## config.mk

```make
export PLATFORM = sky130hd
export DESIGN_NAME = background_loader
export DESIGN_NICKNAME = d
export VERILOG_FILES = /design/src/rtl/background_loader.sv
export SDC_FILE = /design/constraint.sdc
export NUM_CORES = 1
export LEC_CHECK = 0
export CORE_ASPECT_RATIO = 0.5
export CORE_UTILIZATION = 54
export CTS_BUF_LIST = sky130_fd_sc_hd__clkbuf_8
export DETAILED_ROUTE_END_ITERATION = 10
export PLACE_DENSITY_LB_ADDON = 0.2
export SYNTH_ARGS = -nofsm -noshare
export SYNTH_HDL_FRONTEND = slang
export SYNTH_SLANG_ARGS = --single-unit
```

## constraint.sdc

```tcl
create_clock -name Clk -period 7.1 [get_ports Clk]
set_clock_uncertainty 0.15 [all_clocks]
set_input_delay 2.13 -clock Clk [delete_from_list [all_inputs] [get_ports Clk]]
set_output_delay 2.13 -clock Clk [all_outputs]
set_load 0.02 [all_outputs]
```

## src/rtl/background_loader.sv

```systemverilog
// background_loader: copies the selected arena map from the map ROM into the grid RAM
// and shares the grid RAM write port between the loader and the Blue/Red trail writers.
module background_loader #(
   parameter int CELLS  = 4800,
   parameter int ADDR_W = 13,
   parameter int CELL_W = 2
) (
   input  logic              Clk,
   input  logic              Reset_n,
   input  logic              load_background,
   input  logic [1:0]        background_select,
   output logic              load_busy,
   output logic              load_done,
   output logic [ADDR_W+1:0] rom_addr,
   input  logic [CELL_W-1:0] rom_data,
   input  logic              Blue_req,
   input  logic [ADDR_W-1:0] Blue_addr,
   input  logic [CELL_W-1:0] Blue_data,
   output logic              Blue_ack,
   input  logic              Red_req,
   input  logic [ADDR_W-1:0] Red_addr,
   input  logic [CELL_W-1:0] Red_data,
   output logic              Red_ack,
   output logic [ADDR_W-1:0] ram_addr,
   output logic [CELL_W-1:0] ram_wdata,
   output logic              ram_we
);

   typedef enum logic [1:0] {
      IDLE  = 2'd0,
      LOAD  = 2'd1,
      DRAIN = 2'd2,
      DONE  = 2'd3
   } state_t;

   localparam logic [ADDR_W-1:0] LAST_IDX = ADDR_W'(CELLS - 1);
   localparam logic [ADDR_W+1:0] CELLS_V  = (ADDR_W + 2)'(CELLS);

   function automatic logic [ADDR_W+1:0] map_base(input logic [1:0] sel);
      return {{ADDR_W{1'b0}}, sel} * CELLS_V;
   endfunction

   state_t              state_r, state_s;
   logic [ADDR_W-1:0]   idx_r, idx_s;
   logic [ADDR_W-1:0]   idx_d_r, idx_d_s;
   logic [ADDR_W+1:0]   base_r, base_s;
   logic [ADDR_W+1:0]   rom_addr_r, rom_addr_s;
   logic                load_busy_r, load_busy_s;
   logic                load_done_r, load_done_s;
   logic                last_red_r, last_red_s;
   logic                blue_ack_s, red_ack_s, ram_we_s;
   logic [ADDR_W-1:0]   ram_addr_s;
   logic [CELL_W-1:0]   ram_wdata_s;

   // State and datapath registers; last_red_r=1 means Red held the most recent grant.
   always_ff @(posedge Clk or negedge Reset_n) begin
      if (!Reset_n) begin
         state_r     <= IDLE;
         idx_r       <= '0;
         idx_d_r     <= '0;
         base_r      <= '0;
         rom_addr_r  <= '0;
         load_busy_r <= 1'b0;
         load_done_r <= 1'b0;
         last_red_r  <= 1'b1;
      end else begin
         state_r     <= state_s;
         idx_r       <= idx_s;
         idx_d_r     <= idx_d_s;
         base_r      <= base_s;
         rom_addr_r  <= rom_addr_s;
         load_busy_r <= load_busy_s;
         load_done_r <= load_done_s;
         last_red_r  <= last_red_s;
      end
   end

   // Next-state logic, load sequencing and write-port arbitration.
   always_comb begin
      state_s     = state_r;
      idx_s       = idx_r;
      idx_d_s     = idx_d_r;
      base_s      = base_r;
      rom_addr_s  = rom_addr_r;
      load_busy_s = 1'b0;
      load_done_s = 1'b0;
      last_red_s  = last_red_r;
      blue_ack_s  = 1'b0;
      red_ack_s   = 1'b0;
      ram_we_s    = 1'b0;
      ram_addr_s  = '0;
      ram_wdata_s = '0;
      case (state_r)
         IDLE, DONE: begin
            // Blue wins a tie only when Red was granted last.
            if (Blue_req && (!Red_req || last_red_r)) begin
               blue_ack_s  = 1'b1;
               ram_we_s    = 1'b1;
               ram_addr_s  = Blue_addr;
               ram_wdata_s = Blue_data;
               last_red_s  = 1'b0;
            end else if (Red_req) begin
               red_ack_s   = 1'b1;
               ram_we_s    = 1'b1;
               ram_addr_s  = Red_addr;
               ram_wdata_s = Red_data;
               last_red_s  = 1'b1;
            end else begin
               last_red_s  = last_red_r;
            end
            if (state_r == IDLE && load_background) begin
               state_s     = LOAD;
               idx_s       = '0;
               base_s      = map_base(background_select);
               rom_addr_s  = map_base(background_select);
               load_busy_s = 1'b1;
            end else begin
               state_s     = IDLE;
            end
         end
         LOAD: begin
            load_busy_s = 1'b1;
            idx_d_s     = idx_r;
            ram_we_s    = (idx_r != '0);
            ram_addr_s  = idx_d_r;
            ram_wdata_s = rom_data;
            if (idx_r == LAST_IDX) begin
               state_s = DRAIN;
            end else begin
               idx_s      = idx_r + ADDR_W'(1);
               rom_addr_s = base_r + {2'b00, idx_r + ADDR_W'(1)};
            end
         end
         DRAIN: begin
            ram_we_s    = 1'b1;
            ram_addr_s  = idx_d_r;
            ram_wdata_s = rom_data;
            load_done_s = 1'b1;
            state_s     = DONE;
         end
         default: begin
            state_s = IDLE;
         end
      endcase
   end

   assign load_busy = load_busy_r;
   assign load_done = load_done_r;
   assign rom_addr  = rom_addr_r;
   assign Blue_ack  = blue_ack_s & Reset_n;
   assign Red_ack   = red_ack_s & Reset_n;
   assign ram_we    = ram_we_s & Reset_n;
   assign ram_addr  = ram_addr_s;
   assign ram_wdata = ram_wdata_s;

endmodule

```

==> out/summary.txt, run 1 <==
Hold Path Class -> reg2reg
post-route clock period utilization -> 0.874
htree depth -> 2
Final GP Congestion -> 0.931
post-CTS resize count -> 0
Synth area leader -> dfrtp_1
TNS Setup -> 0 ns
largest net degree at the start of global routing -> 47
status -> complete, no violations
most common cell in the netlist -> dfrtp_1
power after layout -> 476 µW
Root Buffer -> clkbuf_8
vias per cell -> 5.98
GRT overflow -> 0
first-pass GRT wire length -> 11,500 µm
register bit count reported by yosys -> 46
PD cells -> 130 mW/mm²
CP peak stage delay -> 0.61 ns
crit end category -> primary output
GR peak layer -> met2
# hold bufs at CTS -> 0
# port buffers -> 73
layout cells sized above 1 -> 0.105
most common library cells after synthesis -> dfrtp_1 (45), nand2_1 (29), inv_1 (25), o21ai_0 (22), a21oi_1 (17)
TritonCTS buffer count -> 5
peak supply drop -> 0.0810 mV
CP max-delay cell -> clkdlybuf4s50_1
number of global-route vias before repair -> 2,342
WP buf/inv -> 4
Pleak -> 0.00176 µW
GR Util met1 -> 0.362
Post CTS Setup Buffer Count -> 0
number of inserted diodes -> 0
synth warn -> 0
CTS tree -> yes
via count -> 2,536
row cnt -> 18
Worst path most repeated cell -> clkdlybuf4s50_1
Data arrival, critical path -> 3.92 ns
WS Path Type -> in2out
Initial DRC Count -> 245
initial antenna violation count -> 0
area added between synthesis and finish -> 30.2%
drt first pass iters -> 5
Core Region -> 0.00495 mm²
Post-synth EDFFs -> 0
sequential cell area fraction in the yosys report -> 0.411
Clock Path Buffers -> 2
startpoint types -> input pin
min Tclk post-route -> 6.20 ns
Cell variety after synth -> 46
Max Cap Viol -> 0
Num Clock Sinks -> 46
die footprint -> 0.00550 mm²
Clk Latency, worst-skew pair -> 0.30 ns
nets -> 408
FFs w/ async S/R, synth -> 1.00
final wirelength -> 7240 µm
setup violators final -> 0
top cell type's share of synthesized area -> 0.401
CP required -> 4.82 ns
post-route DRC violation count -> 0
Main synth FF type -> dfrtp_1
Syn Area/Cell -> 9.77 µm²
DR WL/cell -> 17.1 µm
Top Ports -> 74
Total GRT Usage -> 0.270
Initial Utilization -> 0.566
CP Cell Sequence -> clkdlybuf4s50_1 -> nand2b_1 -> a21oi_1 -> buf_4 -> a222oi_1 -> inv_1 -> clkdlybuf4s50_1
Post-Syn Area -> 0.00281 mm²
delay-heaviest family, CP -> buffers and inverters
Worst Tran Pin Value -> 0.774 ns
Die H -> 53.0 µm
Reg2Reg Setup Slack -> 3.75 ns
grt met2 use -> 0.456
final slew viol count -> 0
RSZ-0062 raised after global routing -> false
Slew HR -> 0.479
fmax -> 161 MHz
Post-DP HPWL -> 5260 µm
clock-pin slew on the worst setup and hold paths -> 0.09 ns
Final Hold Fails -> 0
Die Wd -> 104 µm
Synth area leaders -> dfrtp_1 (40%), ha_1 (6.7%), mux2_2 (6.4%)
met3 usage -> 0.0542
syn nets -> 342
crit path max fanout -> 16
Final ANT Viol Nets -> 0
Mapped Cells -> 287
-- path summary, 6_finish.rpt --
check                             from           end  cells past startpoint
hold / removal             rom_addr[7]   rom_addr[7]                      2
setup / recovery               Red_req  ram_addr[11]                      7
max in group asynchronous      Reset_n     base_r[9]                      2
min in group asynchronous      Reset_n    idx_d_r[5]                      2
hold reg to reg            rom_addr[7]   rom_addr[7]                      2
setup reg to reg              idx_r[0]  rom_addr[12]                     10
-- worst min-delay path, cell delays in order (launching register included) --
cell	delay, ns
dfrtp_1	0.35
nand2_1	0.05
o21ai_0	0.06
-- power by group --
group / switching (µW) / leakage (µW) / internal [µW]
Clock: 89.3 / 0.0000544 / 89.3
Combinational: 13.1 / 0.00110 / 21.4
Sequential: 0.284 / 0.000605 / 262
Total: 103 / 0.00176 / 373
-- layer usage --
layer  part of all wire  vias to the layer above
li1                   -                     1184
met1               0.46                     1247
met2               0.47                       98
met3              0.059                        7
met4             0.0076                        0
met5                  0                        -
-- flip-flops by register name (all words and copies together), names as in the netlist --
name,cells
last_red_r,1
idx_d_r,13
base_r,6
load_done,1
state_r,2
load_busy,1
rom_addr,9
idx_r,13
-- cell usage in the layout (no fill, tap or decap), drive strengths merged, types with 8 or more instances in the layout --
| cell | instances |
|---|---|
| a31oi | 12 |
| ha | 15 |
| inv | 25 |
| nor2 | 9 |
| o21ai | 22 |
| nand2 | 29 |
| a222oi | 15 |
| dfrtp | 45 |
| clkdlybuf4s50 | 72 |
| a21oi | 17 |
| xnor2 | 8 |
| mux2 | 16 |
-- through the flow --
stage	setup WS [ns]	hold WS [ns]	utilization	instance area, µm²	std cells
floorplan	1.76	0.320	-	2810	287
global placement	1.01	0.308	0.716	3550	416
detailed placement	0.918	0.324	0.716	3550	416
CTS	0.906	0.346	0.737	3650	424
global route	0.824	0.357	0.737	3650	424
finish	0.897	0.340	0.737	3650	424
-- cell families (layout without fill, tap and decap cells) --
logic type               count (synthesis)  after routing  share of synthesized area
adder cells (fa/ha/maj)                 16             16                     0.0740
XOR/XNOR                                11             11                     0.0343
multiplexers                            17             17                     0.0678
flip-flops                              46             46                      0.411
AND/OR/NAND/NOR                         67             67                      0.125
AO/OA/AOI/OAI                           87             87                      0.218
buffers and inverters                   43            110                     0.0700
-- final cells by class --
type | instances | area [µm²]
multi-input cells | 198 | 1460
clock inverters | 1 | 8.76
repair buffers | 77 | 756
clock buffers | 7 | 96.3
flip-flops and latches | 46 | 1150
fillers | 385 | 1300
inverters | 25 | 93.8
well taps | 70 | 87.6
Power figures use the tool's default switching activity.
==> run 2, diff against run 1 <==
- CTS_CLUSTER_SIZE: not set -> 14
- HOLD_SLACK_MARGIN: not set -> 0.08
==> results of run 2 <==
No change in the layout: final DEF, timing and power equal those of run 1.
==> run 3, diff against run 2 <==
- CORE_MARGIN: not set -> 4
==> out/summary.txt, run 3 (synthesis results as in run 1) <==
status -> complete, no violations
WS Path Type -> in2out
Final ANT Viol Nets -> 0
Die Wd -> 110 µm
Initial Utilization -> 0.564
crit end category -> primary output
crit path max fanout -> 16
# port buffers -> 73
Worst path most repeated cell -> clkdlybuf4s50_1
area added between synthesis and finish -> 29.7%
CP Cell Sequence -> clkdlybuf4s50_1 -> nand2b_1 -> a21oi_1 -> buf_4 -> a222oi_1 -> inv_1 -> clkdlybuf4s50_1
DR WL/cell -> 17.7 µm
delay-heaviest family, CP -> buffers and inverters
Slew HR -> 0.495
most common cell after layout, fill and taps aside -> clkdlybuf4s50_1
clock-pin slew on the worst setup and hold paths -> 0.08 ns
Max Cap Viol -> 0
vias per cell -> 5.98
setup violators final -> 0
Die H -> 59.0 µm
Final GP Congestion -> 0.848
Top Ports -> 74
CTS tree -> yes
Reg2Reg Setup Slack -> 3.74 ns
PD cells -> 127 mW/mm²
Clock Path Buffers -> 2
post-CTS resize count -> 0
startpoint types -> input pin
GRT overflow -> 0
WP buf/inv -> 4
Post-DP HPWL -> 5500 µm
Num Clock Sinks -> 46
die footprint -> 0.00648 mm²
htree depth -> 2
Core Region -> 0.00498 mm²
Worst Tran Pin Value -> 0.751 ns
R2R depth -> 11
nets -> 408
TritonCTS buffer count -> 5
fin util -> 0.731
final slew viol count -> 0
min Tclk post-route -> 6.23 ns
initial antenna violation count -> 0
Setup WS post-layout -> 0.872 ns
CP required -> 4.82 ns
TNS Setup -> 0 ns
Hold Crit Endpoint -> rom_addr[14]
number of inserted diodes -> 0
Final Hold Fails -> 0
RR Endpoint -> rom_addr[14]
hold path cells -> 2
# hold bufs at CTS -> 0
Pleak -> 0.00175 µW
first-pass GRT wire length -> 12,100 µm
Root Buffer -> clkbuf_8
power after layout -> 462 µW
number of global-route vias before repair -> 2,494
final wirelength -> 7510 µm
via count -> 2,535
fmax -> 161 MHz
Hold Path Class -> reg2reg
Total GRT Usage -> 0.242
peak supply drop -> 0.101 mV
hold path start -> rom_addr[14]
Clk Latency, worst-skew pair -> 0.30 ns
post-route clock period utilization -> 0.877
drt first pass iters -> 7
CP max-delay cell -> clkdlybuf4s50_1
Post CTS Setup Buffer Count -> 0
commonest non-fill, non-tap cells in the layout -> clkdlybuf4s50_1 (72), dfrtp_1 (45), nand2_1 (29), inv_1 (26), o21ai_0 (22)
layout cells sized above 1 -> 0.102
largest net degree at the start of global routing -> 47
Data arrival, critical path -> 3.95 ns
worst hold slack -> 0.329 ns
dpl ws -> 0.867 ns
Initial DRC Count -> 289
Worst R2R Start -> idx_r[0]
RSZ-0062 raised after global routing -> false
post-route DRC violation count -> 0
row cnt -> 18
CP peak stage delay -> 0.62 ns
==> run 3: per-stage QoR <==
stage,instances,area (µm²)
after floorplan,287,2810
after global placement,416,3550
after detailed placement,416,3550
after CTS,424,3640
final,424,3640
after global routing,424,3640
==> run 3: worst max path at each step <==
stage,start,end,slack (ns),depth (start not counted)
floorplan,Blue_req,Blue_ack,1.76,4
global placement,Red_req,ram_wdata[1],1.01,7
detailed placement,Red_req,ram_addr[10],0.87,7
CTS,Red_req,ram_addr[10],0.86,7
global route,Red_req,ram_addr[11],0.74,7
finish,Red_req,ram_addr[10],0.87,7
==> run 3: worst register-to-register path, stage by stage (launching register included) <==
cell      delay, ns
dfrtp_1        0.49
ha_1           0.29
nand4_1        0.30
nor2_1         0.39
nand2_1        0.14
xnor2_1        0.17
ha_1           0.34
a211oi_1       0.39
o21ai_0        0.17
o211a_1        0.17
o211ai_1       0.18
nand2_1        0.07
==> run 3: area by class of cell <==
cell class                      instances  area, µm²
Clock buffer                            6       82.6
Clock inverter                          2       8.76
Fill cell                             359       1340
Inverter                               25       93.8
Multi-Input combinational cell        198       1460
Sequential cell                        46       1150
Tap cell                               70       87.6
Timing Repair Buffer                   77        756
==> run 3: metal layers <==
metal	wire length [µm]	up-vias	GRT usage
met2	3430	129	0.393
li1	-	1178	-
met3	818	7	0.0548
met1	3190	1221	0.325
met4	70	0	0.0782
met5	0	-	0
==> run 3: report_power, final <==
group	total [µW]	internal (µW)	switching [µW]
Clock	165	77.2	87.5
Sequential	262	262	0.251
Combinational	34.4	21.4	13.0
Total	462	361	101
